## config.mk

```make
export PLATFORM = sky130hd
export DESIGN_NAME = mod3_serial_ctrl
export DESIGN_NICKNAME = d
export VERILOG_FILES = /design/src/rtl/mod3_pkg.sv /design/src/rtl/mod3_bit_fsm.sv /design/src/rtl/mod3_serial_ctrl.sv
export SDC_FILE = /design/constraint.sdc
export NUM_CORES = 1
export LEC_CHECK = 0
export BUFFER_PORTS_ARGS = -buffer_cell sky130_fd_sc_hd__buf_4
export CELL_PAD_IN_SITES_DETAIL_PLACEMENT = 1
export CELL_PAD_IN_SITES_GLOBAL_PLACEMENT = 1
export CORE_UTILIZATION = 40
export DETAILED_ROUTE_END_ITERATION = 10
export PLACE_DENSITY = 0.72
export SLEW_MARGIN = 20
export SYNTH_ARGS = -nofsm -noshare
export SYNTH_HDL_FRONTEND = slang
export SYNTH_SLANG_ARGS = --single-unit
```

## constraint.sdc

```tcl
create_clock -name Clk -period 1.7 [get_ports Clk]
set_input_delay 0.255 -clock Clk [delete_from_list [all_inputs] [get_ports Clk]]
set_output_delay 0.255 -clock Clk [all_outputs]
set_load 0.02 [all_outputs]
```

## src/rtl/mod3_pkg.sv

```systemverilog
// mod3_pkg
// Shared definitions for the bit-serial remainder-mod-3 datapath:
//   - ctrl_state_t : controller state encoding (IDLE, SHIFT, DONE)
//   - rem_t        : remainder tracker encoding (R0, R1, R2)
//   - rem_next()   : tracker transition r' = (2r + b) mod 3
package mod3_pkg;

   typedef enum logic [1:0] {
      IDLE  = 2'b00,
      SHIFT = 2'b01,
      DONE  = 2'b10
   } ctrl_state_t;

   typedef enum logic [1:0] {
      R0 = 2'b00,
      R1 = 2'b01,
      R2 = 2'b10
   } rem_t;

   // Appending bit b to a value with remainder r gives remainder (2r + b) mod 3.
   // The unused encoding maps back to R0 so a corrupted tracker self-heals.
   function automatic rem_t rem_next(input rem_t r, input logic b);
      rem_t n;
      case (r)
         R0:      n = b ? R1 : R0;
         R1:      n = b ? R0 : R2;
         R2:      n = b ? R2 : R1;
         default: n = R0;
      endcase
      return n;
   endfunction

endpackage

```

## src/rtl/mod3_bit_fsm.sv

```systemverilog
// mod3_bit_fsm
// Bit-serial remainder tracker: consumes one bit per enabled clock, MSB first,
// and holds the remainder of the bits seen so far modulo 3.
// Ports:
//   Clk    in   system clock, rising edge
//   reset  in   asynchronous active-high reset (tracker -> R0)
//   clr    in   synchronous clear to R0; wins over en
//   en     in   consume bit_in this edge
//   bit_in in   next operand bit
//   rem    out  current remainder (R0/R1/R2)
module mod3_bit_fsm
   import mod3_pkg::*;
(
   input  logic       Clk,
   input  logic       reset,
   input  logic       clr,
   input  logic       en,
   input  logic       bit_in,
   output logic [1:0] rem
);

   rem_t rem_r;
   rem_t rem_nxt;

   // Next tracker value: clear, consume a bit, or hold (an illegal code falls back to R0).
   always_comb begin
      rem_nxt = rem_r;
      if (clr) begin
         rem_nxt = R0;
      end else if (en) begin
         rem_nxt = rem_next(rem_r, bit_in);
      end else begin
         case (rem_r)
            R0, R1, R2: rem_nxt = rem_r;
            default:    rem_nxt = R0;
         endcase
      end
   end

   // Tracker state register.
   always_ff @(posedge Clk or posedge reset) begin
      if (reset) begin
         rem_r <= R0;
      end else begin
         rem_r <= rem_nxt;
      end
   end

   assign rem = rem_r;

endmodule

```

## src/rtl/mod3_serial_ctrl.sv

```systemverilog
// mod3_serial_ctrl
// Sequencer between a parallel host handshake and the bit-serial mod-3 tracker.
// A word accepted on start is shifted MSB-first into the tracker, one bit per
// clock for W clocks, then REM/divisible are published with a one-cycle done.
// Parameters:
//   W           operand width (>= 1)
// Ports:
//   Clk         in   system clock, rising edge
//   reset       in   asynchronous active-high reset
//   start       in   process Data; honoured only while ready=1
//   Data[W-1:0] in   operand, captured on the accepted start edge
//   ready       out  IDLE or DONE: start is accepted this cycle
//   busy        out  SHIFT in progress
//   done        out  one-cycle pulse, new REM/divisible valid from here on
//   REM[1:0]    out  Data mod 3 of the last completed operation
//   divisible   out  REM == 0 for the last completed operation
//   div_count   out  (only with MOD3_DIV_COUNT_EN) wrapping count of
//                    divisible results since reset
// Build option: define MOD3_DIV_COUNT_EN to add the div_count output.
module mod3_serial_ctrl
   import mod3_pkg::*;
#(
   parameter int W = 8
)(
   input  logic         Clk,
   input  logic         reset,
   input  logic         start,
   input  logic [W-1:0] Data,
   output logic         ready,
   output logic         busy,
   output logic         done,
   output logic [1:0]   REM,
   output logic         divisible
`ifdef MOD3_DIV_COUNT_EN
   ,
   output logic [7:0]   div_count
`endif
);

   localparam int            CW       = $clog2(W + 1);
   localparam logic [CW-1:0] CNT_LOAD = CW'(W);
   localparam logic [CW-1:0] CNT_ONE  = CW'(1);

   ctrl_state_t   state_r;
   ctrl_state_t   state_nxt;
   logic [W-1:0]  shreg_r;
   logic [CW-1:0] cnt_r;
   logic          load_s;
   logic          shift_s;
   logic          last_s;
   logic [1:0]    track_rem_s;
   rem_t          rem_final_s;
   logic          ready_r;
   logic          busy_r;
   logic          done_r;
   logic [1:0]    rem_r;
   logic          div_r;

   mod3_bit_fsm u_bit_fsm (
      .Clk    (Clk),
      .reset  (reset),
      .clr    (load_s),
      .en     (shift_s),
      .bit_in (shreg_r[W-1]),
      .rem    (track_rem_s)
   );

   // The tracker only holds the remainder after its edge, so the published
   // result is taken from its next value on the final consume edge.
   assign rem_final_s = rem_next(rem_t'(track_rem_s), shreg_r[W-1]);

   // Next-state and control decode.
   always_comb begin
      state_nxt = IDLE;
      load_s    = 1'b0;
      shift_s   = 1'b0;
      last_s    = 1'b0;
      case (state_r)
         IDLE: begin
            if (start) begin
               state_nxt = SHIFT;
               load_s    = 1'b1;
            end else begin
               state_nxt = IDLE;
            end
         end
         SHIFT: begin
            shift_s = 1'b1;
            // <= also catches a counter that somehow reached 0.
            if (cnt_r <= CNT_ONE) begin
               state_nxt = DONE;
               last_s    = 1'b1;
            end else begin
               state_nxt = SHIFT;
            end
         end
         DONE: begin
            if (start) begin
               state_nxt = SHIFT;
               load_s    = 1'b1;
            end else begin
               state_nxt = IDLE;
            end
         end
         default: begin
            state_nxt = IDLE;
         end
      endcase
   end

   // Controller state, datapath and registered status outputs.
   always_ff @(posedge Clk or posedge reset) begin
      if (reset) begin
         state_r <= IDLE;
         shreg_r <= '0;
         cnt_r   <= '0;
         ready_r <= 1'b1;
         busy_r  <= 1'b0;
         done_r  <= 1'b0;
         rem_r   <= 2'b00;
         div_r   <= 1'b0;
      end else begin
         state_r <= state_nxt;
         if (load_s) begin
            shreg_r <= Data;
            cnt_r   <= CNT_LOAD;
         end else if (shift_s) begin
            shreg_r <= shreg_r << 1;
            cnt_r   <= cnt_r - CNT_ONE;
         end else begin
            shreg_r <= shreg_r;
            cnt_r   <= cnt_r;
         end
         ready_r <= (state_nxt == IDLE) || (state_nxt == DONE);
         busy_r  <= (state_nxt == SHIFT);
         done_r  <= last_s;
         if (last_s) begin
            rem_r <= rem_final_s;
            div_r <= (rem_final_s == R0);
         end else begin
            rem_r <= rem_r;
            div_r <= div_r;
         end
      end
   end

   assign ready     = ready_r;
   assign busy      = busy_r;
   assign done      = done_r;
   assign REM       = rem_r;
   assign divisible = div_r;

`ifdef MOD3_DIV_COUNT_EN
   logic [7:0] div_count_r;

   // Count divisible results; wraps naturally at 8 bits.
   always_ff @(posedge Clk or posedge reset) begin
      if (reset) begin
         div_count_r <= 8'd0;
      end else if (last_s && (rem_final_s == R0)) begin
         div_count_r <= div_count_r + 8'd1;
      end else begin
         div_count_r <= div_count_r;
      end
   end

   assign div_count = div_count_r;
`endif

endmodule

```

==> impl_results.md, run 1 <==
- Status: finished, final reports clean
- Total grt overflow: 0
- Drt wl/cell: 15.6 µm
- Final Instance Area: 1300 µm²
- Synthesis-stage register bit count: 22
- DRT iter0 DRCs: 9
- Clock root cell: clkbuf_4
- Cell taking the most area after synthesis: dfrtp_1
- Share of layout cells above drive strength 1: between 20% and 30%
- IO Pins: 17
- Pre-CTS WS: between 0.15 and 0.2 ns
- Max transition margin: 72.1%
- Fmax: roughly 660 MHz
- Mapped Cells: 100
- Initial Utilization: a little over two fifths
- Synth Area in Simple Gates: between 10% and 20%
- CTS resizes: 0
- Count leader, synth: dfrtp_1
- Reg area: between 500 and 600 µm²
- Post-Syn Area: around 1100 µm²
- RSZ-0062 raised after global routing: false
- CP max FO: 4
- Largest family of logic cells by synthesized area: compound AO/OA/AOI/OAI gates
- Worst Path Required: 1.91 ns
- Gpl congestion: ~0.76
- Final Setup Violations: 0
- First-pass GRT wire length: around 4000 µm
- CP endpoint kind: flip-flop
- Sequential area share after synthesis: around 51%
- # Max-Cap Violations: 0
- Post-synth EDFFs: 0
- Core area: around 2500 µm²
- Power density cells: 1910 nW/µm²
- Design Power: 0.00248 W
- Clk buf depth: 2
- Placed cell area: around 1200 µm²
- CTS tree: yes
- FFs w/ async S/R, synth: 100%
- CTS HTree Levels: 1
- Initial antenna violation count: 0
- Multi-input gate area: about 490 µm²
- Clk sink count: 22
- Most frequent cells after synthesis: dfrtp_1 (21), a21oi_1 (10), mux2i_1 (7)
- Synth unique cells: 29
- Diode count: 0
- Area share of fa/ha/maj cells after synthesis: under 10%
- Nets: approximately 130
- Num rows: 18
- GRT Overall Usage: about a fifth
- Period minus WS final: 1.52 ns
- Compound-Gate Fraction of Synth Area: a little under a fifth
- Setup TNS Final: 0 ns
- Height of the die: between 50 and 60 µm
- Worst Skew: 0.00857 ns
- Clk slew on worst S/H paths: approximately 0.13 ns
- Synth warn: 0
- Buffers added on ports: 16
- Arrival @ worst endpoint: 1.73 ns
- Post-DRT Antenna Nets: 0
- Detailed placer's ending HPWL: around 1700 µm
- Mean Syn Cell Area: 10.8 µm²
- Setup crit start kind: flip-flop
- TritonRoute pass-1 iters: 3
- VDD IR max: 0.000974 V
- Critical path class: flip-flop to flip-flop
- Leak pwr: 0.570 nW
- Area share of xor/xnor cells in the synthesized design: less than 1%
- # Post-CTS Setup Buffers: 0
- Fin. Hold Viols: 0
- Largest net degree at the start of global routing: 23
- Mux contribution to synthesized area: about a tenth
- Area growth, synth to finish: 20.2%
- Area share of the largest cell type after synthesis: 48.6%
- Die footprint: 2920 µm²
- Max Slew Vio Count: 0
- Crit share post-route: 89.5%
- Die X-Extent: 54.0 µm
- WL final: approximately 2300 µm
- Vias per Instance: about 5.5
- Hold Crit Class: primary input to flip-flop
- Mapped Nets: around 110
- Synth Flop Type: dfrtp_1
- Worst-margin pin slew: between 0.4 and 0.5 ns
- CTS Buf Count: 3
- Synth area leaders: dfrtp_1 (49%), mux2i_1 (6.5%), a21oi_1 (4.6%)
- Setup ws final: 0.179 ns
- FILL cells: ~290
- Vias in the first global route: 855
- # placed instances: ~140
- Non-filler cells, final: 149
- Clk_lat worst skew: 0.31 ns
- Via count: ~820
- DRC violations left: 0
[per-stage QoR]
stage                     utilization, %  hold WS, ns
after floorplan                        -        0.243
after global placement              49.1        0.314
after detailed placement            49.1        0.322
after CTS                           51.6        0.165
after global routing                51.6        0.182
final                               51.6        0.174
[per-layer routing]
metal  vias to the layer above  GRT usage, %  wire (µm)
met4                         0          6.41         13
met5                         -             0          0
met1                       411          25.8       1090
met3                         2          2.54         41
met2                         9          31.9       1180
li1                        396             -          -
[timing repair]
action                     CTS  global route
setup endpoints to repair    0             0
hold buffers                 1             0
hold endpoints to repair    21             0
[sequential cells by signal, indices dropped and copies added (netlist names)]
signal,flops
busy,1
done,1
ready,1
cnt_r,4
REM,2
shreg_r,8
divisible,1
u_bit_fsm.rem,2
state_r,2
[logic make-up (layout without fill, tap and decap cells)]
family                     after synthesis  after routing
AOI/OAI and AO/OA                       31             31
xor gates and xnor gates                 1              1
adders and majority gates                2              2
buffers and inverters                   10             29
DFF                                     22             22
muxes                                   10             10
and+or+nand+nor                         24             24
[where the power goes]
part	leakage [nW]	internal (W)	total [W]	switching (W)
combinational	0.278	0.000502	0.00109	0.000589
sequential	0.264	0.000768	0.000990	0.000222
clock	0.0279	0.000238	0.000401	0.000163
total	0.570	0.00151	0.00248	0.000974
[worst paths after layout]
check	start	to	slack [ns]	depth (start not counted)
max	cnt_r[0]	REM[1]	0.18	5
min	Data[0]	shreg_r[0]	0.17	3
max reg2reg	cnt_r[0]	REM[1]	0.18	5
min reg2reg	shreg_r[0]	shreg_r[0]	0.50	1
max in group asynchronous	reset	ready	0.90	4
min in group asynchronous	reset	u_bit_fsm.rem[0]	0.52	4
[cell usage in the layout (no fill, tap or decap), drive strengths merged, types with 2 or more instances in the layout]
cell and instances:
a211oi 5, a21oi 10, a31oi 2, buf 19, clkbuf 3, dfrtp 21, ha 2, inv 5
mux2 3, mux2i 7, nand2 2, nand2b 6, nor2 6, nor2b 5, nor4 3, o21a 2
o21ai 4, o22ai 3
[worst max-delay path: stages, from the launching register on]
cell,delay [ns]
dfrtp_1,0.43
inv_1,0.11
ha_1,0.18
nor2_1,0.09
nor4_4,0.23
mux2_2,0.38
[area by class of cell]
type | count | area share (%)
clock buffers | 3 | 1.73
well taps | 30 | 2.88
multi-input cells | 68 | 37.5
repair buffers | 20 | 11.7
inverters | 5 | 1.44
flip-flops and latches | 22 | 42.4
clock inverters | 1 | 2.31
(Power assumes the default switching activity.)
==> inputs of run 2 (changes only) <==
- clock period: 1.7 -> 1.5 ns (I/O delays scaled with it)
==> run 2 against run 1 <==
Via count increased by 5.9%; global-route usage rose by 2.4 points; hold slack worse by 0.041 ns; fmax up 4.5%; total power up 24%; sequential share of layout area shrank 2.8 points; sequential power rose by 13%; non-clock buffer count grew 9; largest power group unchanged.
==> impl_results.md, run 2 (synthesis results as in run 1) <==
- Setup crit start kind: flip-flop
- Power density cells: 2200 nW/µm² (+15%)
- Largest reg by FF count: shreg_r
- Non-filler cells, final: 158 (+6.0%)
- Hold_ws: 0.133 ns (-0.0411 ns)
- Most frequent cells in the layout: buf_4 (28), dfrtp_1 (20), a21oi_1 (10)
- Diode count: 0 (unchanged)
- FILL cells: 287 (unchanged)
- CTS HTree Levels: 1 (unchanged)
- Slowest library cell on the worst path: dfrtp_2
- Fin. Hold Viols: 0 (unchanged)
- Max transition margin: 74.7% (+2.6 points)
- Net Switching: 0.00126 W (+29%)
- Detailed placer's ending HPWL: 1770 µm (+3.7%)
- TritonRoute pass-1 iters: 3 (unchanged)
- Max stage delay on crit path: 0.47 ns (+0.04 ns)
- IO Pins: 17 (unchanged)
- Area growth, synth to finish: 29.1%
- Clk buf depth: 2 (unchanged)
- Largest net degree at the start of global routing: 23 (unchanged)
- Clock root cell: clkbuf_4
- Status: finished, final reports clean
- Total grt overflow: 0 (unchanged)
- First-pass GRT wire length: 4290 µm (+7.1%)
- Final Setup Violations: 0 (unchanged)
- Clk slew on worst S/H paths: 0.13 ns (about the same)
- CP max FO: 4 (unchanged)
- Crit share post-route: 97.1% (+7.6 points)
- Initial Utilization: 42.9% (unchanged)
- Clock power share: 10.9% (-5.3 points)
- Post-DRT Antenna Nets: 0 (unchanged)
- Delay-heaviest family, CP: flip-flops
- Die footprint: 2920 µm² (unchanged)
- Critical path class: flip-flop to flip-flop
- Worst-margin pin slew: 0.377 ns (-0.0385 ns)
- Clk sink count: 22 (unchanged)
- CP endpoint kind: flip-flop
- Hold Crit Class: primary input to flip-flop
- Reg area: 553 µm² (+0.23%)
- Initial antenna violation count: 0 (unchanged)
- Num rows: 18 (unchanged)
- # Max-Cap Violations: 0 (unchanged)
- Core area: 2520 µm² (unchanged)
- DRT iter0 DRCs: 9 (unchanged)
- Final Util: 55.4% (+3.8 points)
- Final Instance Area: 1400 µm² (+7.4%)
- Combinational fraction of design power: 52.5% (+8.5 points)
- Arrival @ worst endpoint: 1.66 ns (-0.07 ns)
- Drt wl/cell: 17.2 µm (+10%)
- CP Buf/Inv Count: 2 (+1)
- CTS Buf Count: 3 (unchanged)
- Leak pwr: 0.613 nW (+7.6%)
- DRC violations left: 0 (unchanged)
- RSZ-0062 raised after global routing: true
- VDD IR max: 0.00129 V (+32%)
- WL final: 2720 µm (+17%)
- Period minus WS final: 1.46 ns (-0.0653 ns)
- Worst Path Required: 1.71 ns (-0.20 ns)
- Max Slew Vio Count: 0 (unchanged)
- Buffers added on ports: 16 (unchanged)
- Height of the die: 54.0 µm (unchanged)
- Nets: 142 (+6.8%)
- Commonest non-fill, non-tap cell in the layout: buf_4
- Seq pwr share: 36.6% (-3.3 points)
- Worst Skew: 0.00212 ns (-0.00645 ns)
- Share of layout cells above drive strength 1: 35.9% (+9.9 points)
- Max reg flops: 8 (unchanged)
- Gpl congestion: 0.748 (-2.0%)
- Vias in the first global route: 887 (+3.7%)
- Worst path cell trace: inv_2, ha_4, nor2_4, nor4_4, buf_4, mux2_4
- CTS tree: yes
- GRT Overall Usage: 21.7% (+2.4 points)
- Fmax: 687 MHz (+4.5%)
- Pint: 0.00182 W (+21%)
- Top flop regs: shreg_r (8), cnt_r (4)
- Vias per Instance: 5.48 (-0.16%)
- # placed instances: 147 (+2.1%)
- Multi-input gate area: 532 µm² (+9.0%)
- Die X-Extent: 54.0 µm (unchanged)
- Placed cell area: 1260 µm² (+1.8%)
- Sw Ratio: 40.8% (+1.6 points)
- Clk_lat worst skew: 0.31 ns (about the same)
- Via count: 866 (+5.9%)
==> run 2: cell count changes in the layout (fill, tap and decap cells not counted), sizes merged <==
cell,before,now
clkbuf,3,4
bufinv,1,0
buf,19,28
==> run 2: tightest hold or removal path: cells and delay by family <==
family / cells / cell delay [ns]
AO/OA/AOI/OAI: 1 / 0.05
buffers and inverters: 2 / 0.15
==> run 2: worst paths after layout <==
check                      cells after the start  slack [ns]               end  startpoint
hold / removal                                 3        0.13        shreg_r[0]     Data[0]
setup / recovery                               6        0.04            REM[1]    cnt_r[0]
max in group asynchronous                      4        0.74             ready       reset
setup reg to reg                               6        0.04            REM[1]    cnt_r[0]
hold reg to reg                                1        0.50        shreg_r[0]  shreg_r[0]
min in group asynchronous                      4        0.49  u_bit_fsm.rem[0]       reset
==> run 2: area by class of cell <==
type / count / area share (%)
inverter: 5 / 1.34
multi-input combinational: 68 / 38.0
sequential: 22 / 39.6
timing repair buffer: 29 / 15.8
tap: 30 / 2.69
clock buffer: 4 / 2.60
==> run 2: layer usage <==
layer | vias to the layer above | share of wire, % | GRT usage [%] | wire length (µm)
met5 | - | 0 | 0 | 0
met4 | 0 | 0.37 | 7.69 | 10
met3 | 2 | 1.6 | 2.54 | 43
met2 | 7 | 51 | 37.2 | 1380
met1 | 439 | 47 | 27.9 | 1290
li1 | 418 | - | - | -
==> run 2: power by group through the flow <==
stage | sequential [W] | combinational [W] | clock [W]
global route | 0.00116 | 0.00174 | 0.000372
global placement | 0.00110 | 0.00124 | 0
finish | 0.00112 | 0.00161 | 0.000335
floorplan | 0.00115 | 0.000829 | 0
detailed placement | 0.00112 | 0.00132 | 0
CTS | 0.00112 | 0.00153 | 0.000346
==> run 2: through the flow <==
| stage | TNS [ns] | setup slack (ns) | total power (W) |
|---|---|---|---|
| finish | 0 | 0.0441 | 0.00307 |
| global placement | 0 | 0.0649 | 0.00234 |
| detailed placement | -0.0131 | -0.00702 | 0.00244 |
| global route | -0.0647 | -0.0208 | 0.00327 |
| CTS | -0.0268 | -0.0104 | 0.00300 |
| floorplan | 0 | 0.111 | 0.00198 |
==> run 2: timing repair <==
item,CTS,global route
pin swaps,2,1
hold buffers,1,0
gates cloned,0,0
hold endpoints to repair,21,0
endpoints found under the setup margin,3,5
resized for setup,12,0
buffers inserted,4,2
==> inputs of run 3 (changes only) <==
- CTS_BUF_LIST: unset -> sky130_fd_sc_hd__clkbuf_16
==> run 3 against run 2 <==
The flow now finishes with violations (negative hold slack); highest routed layer unchanged; non-clock buffer count up 3; fmax down 2.7%; critical path depth unchanged; register-to-register slack worse by 0.04 ns; global-route usage up 0.70 points; sequential share of layout area down 1.7 points; first-iteration DRC count up 78%; worst setup slack worse by 0.040 ns; sequential cell count unchanged; sequential power about the same; wire length up 7.2%.
==> impl_results.md, run 3 (synthesis results as in run 1) <==
- Gpl congestion: 0.748 (unchanged)
- Num rows: 18 (unchanged)
- Largest net degree at the start of global routing: 23 (unchanged)
- Critical path class: flip-flop to flip-flop
- Share of layout cells above drive strength 1: 37.4% (+1.5 points)
- Buffers added on ports: 16 (unchanged)
- Leak pwr: 0.646 nW (+5.3%)
- IO Pins: 17 (unchanged)
- Setup crit start kind: flip-flop
- Total grt overflow: 0 (unchanged)
- Top flop regs: shreg_r (8), cnt_r (4)
- First-pass GRT wire length: 4440 µm (+3.4%)
- Worst R2R End: divisible
- Clk slew on worst S/H paths: 0.06 ns (-0.07 ns)
- Power density cells: 2350 nW/µm² (+7.0%)
- Via count: 892 (+3.0%)
- Fin. Hold Viols: 1 (+1)
- Area growth, synth to finish: 34.9%
- Status: finished with violations
- Clock root cell: clkbuf_16
- Initial antenna violation count: 0 (unchanged)
- CP max FO: 4 (unchanged)
- Worst Skew: 0.00126 ns (-0.000862 ns)
- Hold_ws: -0.000409 ns (-0.133 ns)
- Die X-Extent: 54.0 µm (unchanged)
- Vias per Instance: 5.54 (+1.1%)
- Final Instance Area: 1460 µm² (+4.5%)
- Max reg flops: 8 (unchanged)
- DRT iter0 DRCs: 16 (+7)
- Design Power: 0.00344 W (+12%)
- Most frequent cells in the layout: buf_4 (32), dfrtp_1 (20), a21oi_1 (10)
- Largest reg by FF count: shreg_r
- VDD IR max: 0.00134 V (+4.3%)
- Commonest non-fill, non-tap cell in the layout: buf_4
- Crit share post-route: 99.7% (+2.6 points)
- Hold Crit Class: primary input to async pin
- Worst Reg-to-Reg Cells: 6 (unchanged)
- Clk_lat worst skew: 0.26 ns (-0.05 ns)
- CP endpoint kind: flip-flop
- Clk sink count: 22 (unchanged)
- Worst-margin pin slew: 0.373 ns (-0.00407 ns)
- CTS HTree Levels: 1 (unchanged)
- # Max-Cap Violations: 0 (unchanged)
- Max Slew Vio Count: 0 (unchanged)
- Initial Utilization: 42.9% (unchanged)
- WL final: 2920 µm (+7.2%)
- Final Setup Violations: 0 (unchanged)
- Crit. Startpoint: cnt_r[0]
- Hold buffer count at cts: 0 (-1)
- Detailed placer's ending HPWL: 1770 µm (unchanged)
- Placed cell area: 1260 µm² (unchanged)
- Post-DRT Antenna Nets: 0 (unchanged)
- Failing checks: negative hold slack
- Vias in the first global route: 907 (+2.3%)
- Core area: 2520 µm² (unchanged)
- DRC violations left: 0 (unchanged)
- Nets: 145 (+2.1%)
- Clk buf depth: 2 (unchanged)
- Fmax: 669 MHz (-2.7%)
- Final Util: 57.9% (+2.5 points)
- TritonRoute pass-1 iters: 4 (+1)
- Height of the die: 54.0 µm (unchanged)
- Crit Reg-Reg Startpoint: cnt_r[0]
- R2R setup slack: 0.004 ns (-0.04 ns)
- Period minus WS final: 1.50 ns (+0.0397 ns)
- GRT Overall Usage: 22.4% (+0.70 points)
- Setup TNS Final: 0 ns (unchanged)
- RSZ-0062 raised after global routing: true
- Worst Path Required: 1.64 ns (-0.07 ns)
- CTS tree: yes
- CTS Buf Count: 3 (unchanged)
- Drt wl/cell: 18.1 µm (+5.2%)
- Diode count: 0 (unchanged)
- Arrival @ worst endpoint: 1.64 ns (-0.02 ns)
- CP Capture Point: divisible
- Die footprint: 2920 µm² (unchanged)
- Max transition margin: 74.9% (+0.27 points)
run 3: changes by cell type in the layout (fill, tap and decap cells not counted):
cell,before,now
dlygate4sd3_1,1,0
clkbuf_8,1,0
clkbuf_16,0,3
buf_4,28,32
clkinv_1,0,1
clkbuf_4,3,0
run 3: layout make-up:
cell class | instances | area, µm²
sequential | 22 | 553
clock inverter | 1 | 3.75
tap | 30 | 37.5
inverter | 5 | 18.8
fill | 277 | 1060
timing repair buffer | 32 | 240
multi-input combinational | 68 | 532
clock buffer | 3 | 75.1
run 3: power by group:
part           switching, W  internal (W)
logic              0.000854      0.000862
clock network      0.000221      0.000356
registers          0.000265      0.000878
run 3: per-stage QoR:
stage / instances / setup WS [ns]
6_report: 161 / 0.00443
5_1_grt: 161 / -0.0251
4_1_cts: 155 / 0.00196
3_5_place_dp: 147 / -0.00702
3_3_place_gp: 147 / 0.0649
2_1_floorplan: 100 / 0.111
run 3: worst max-delay path, cell delays in order, from the launching register on:
cell     delay [ns]
dfrtp_2        0.45
inv_2          0.11
ha_4           0.16
nor2_4         0.05
nor4_4         0.12
buf_4          0.18
mux2_4         0.30
run 3: how the worst min path moves through the flow:
stage,start,endpoint,slack (ns),depth (start not counted)
3_3_place_gp,reset,u_bit_fsm.rem[1],0.29,3
5_1_grt,reset,cnt_r[3],0.05,3
3_5_place_dp,reset,u_bit_fsm.rem[0],0.29,3
2_1_floorplan,reset,REM[0],0.21,1
6_report,reset,u_bit_fsm.rem[0],-0.0004,3
4_1_cts,reset,shreg_r[6],0.01,3
run 3: per-layer routing:
metal | GRT usage, % | part of all wire [%] | vias up
met5 | 0 | 0 | -
li1 | - | - | 423
met2 | 35.8 | 50 | 14
met1 | 28.2 | 45 | 450
met3 | 5.65 | 2.9 | 5
met4 | 10.3 | 1.5 | 0
run 3: what timing repair did:
item / CTS / global route
pin swaps: 2 / 2
endpoints found under the setup margin: 3 / 3
buffers inserted: 4 / 6
gates resized for setup: 11 / 1
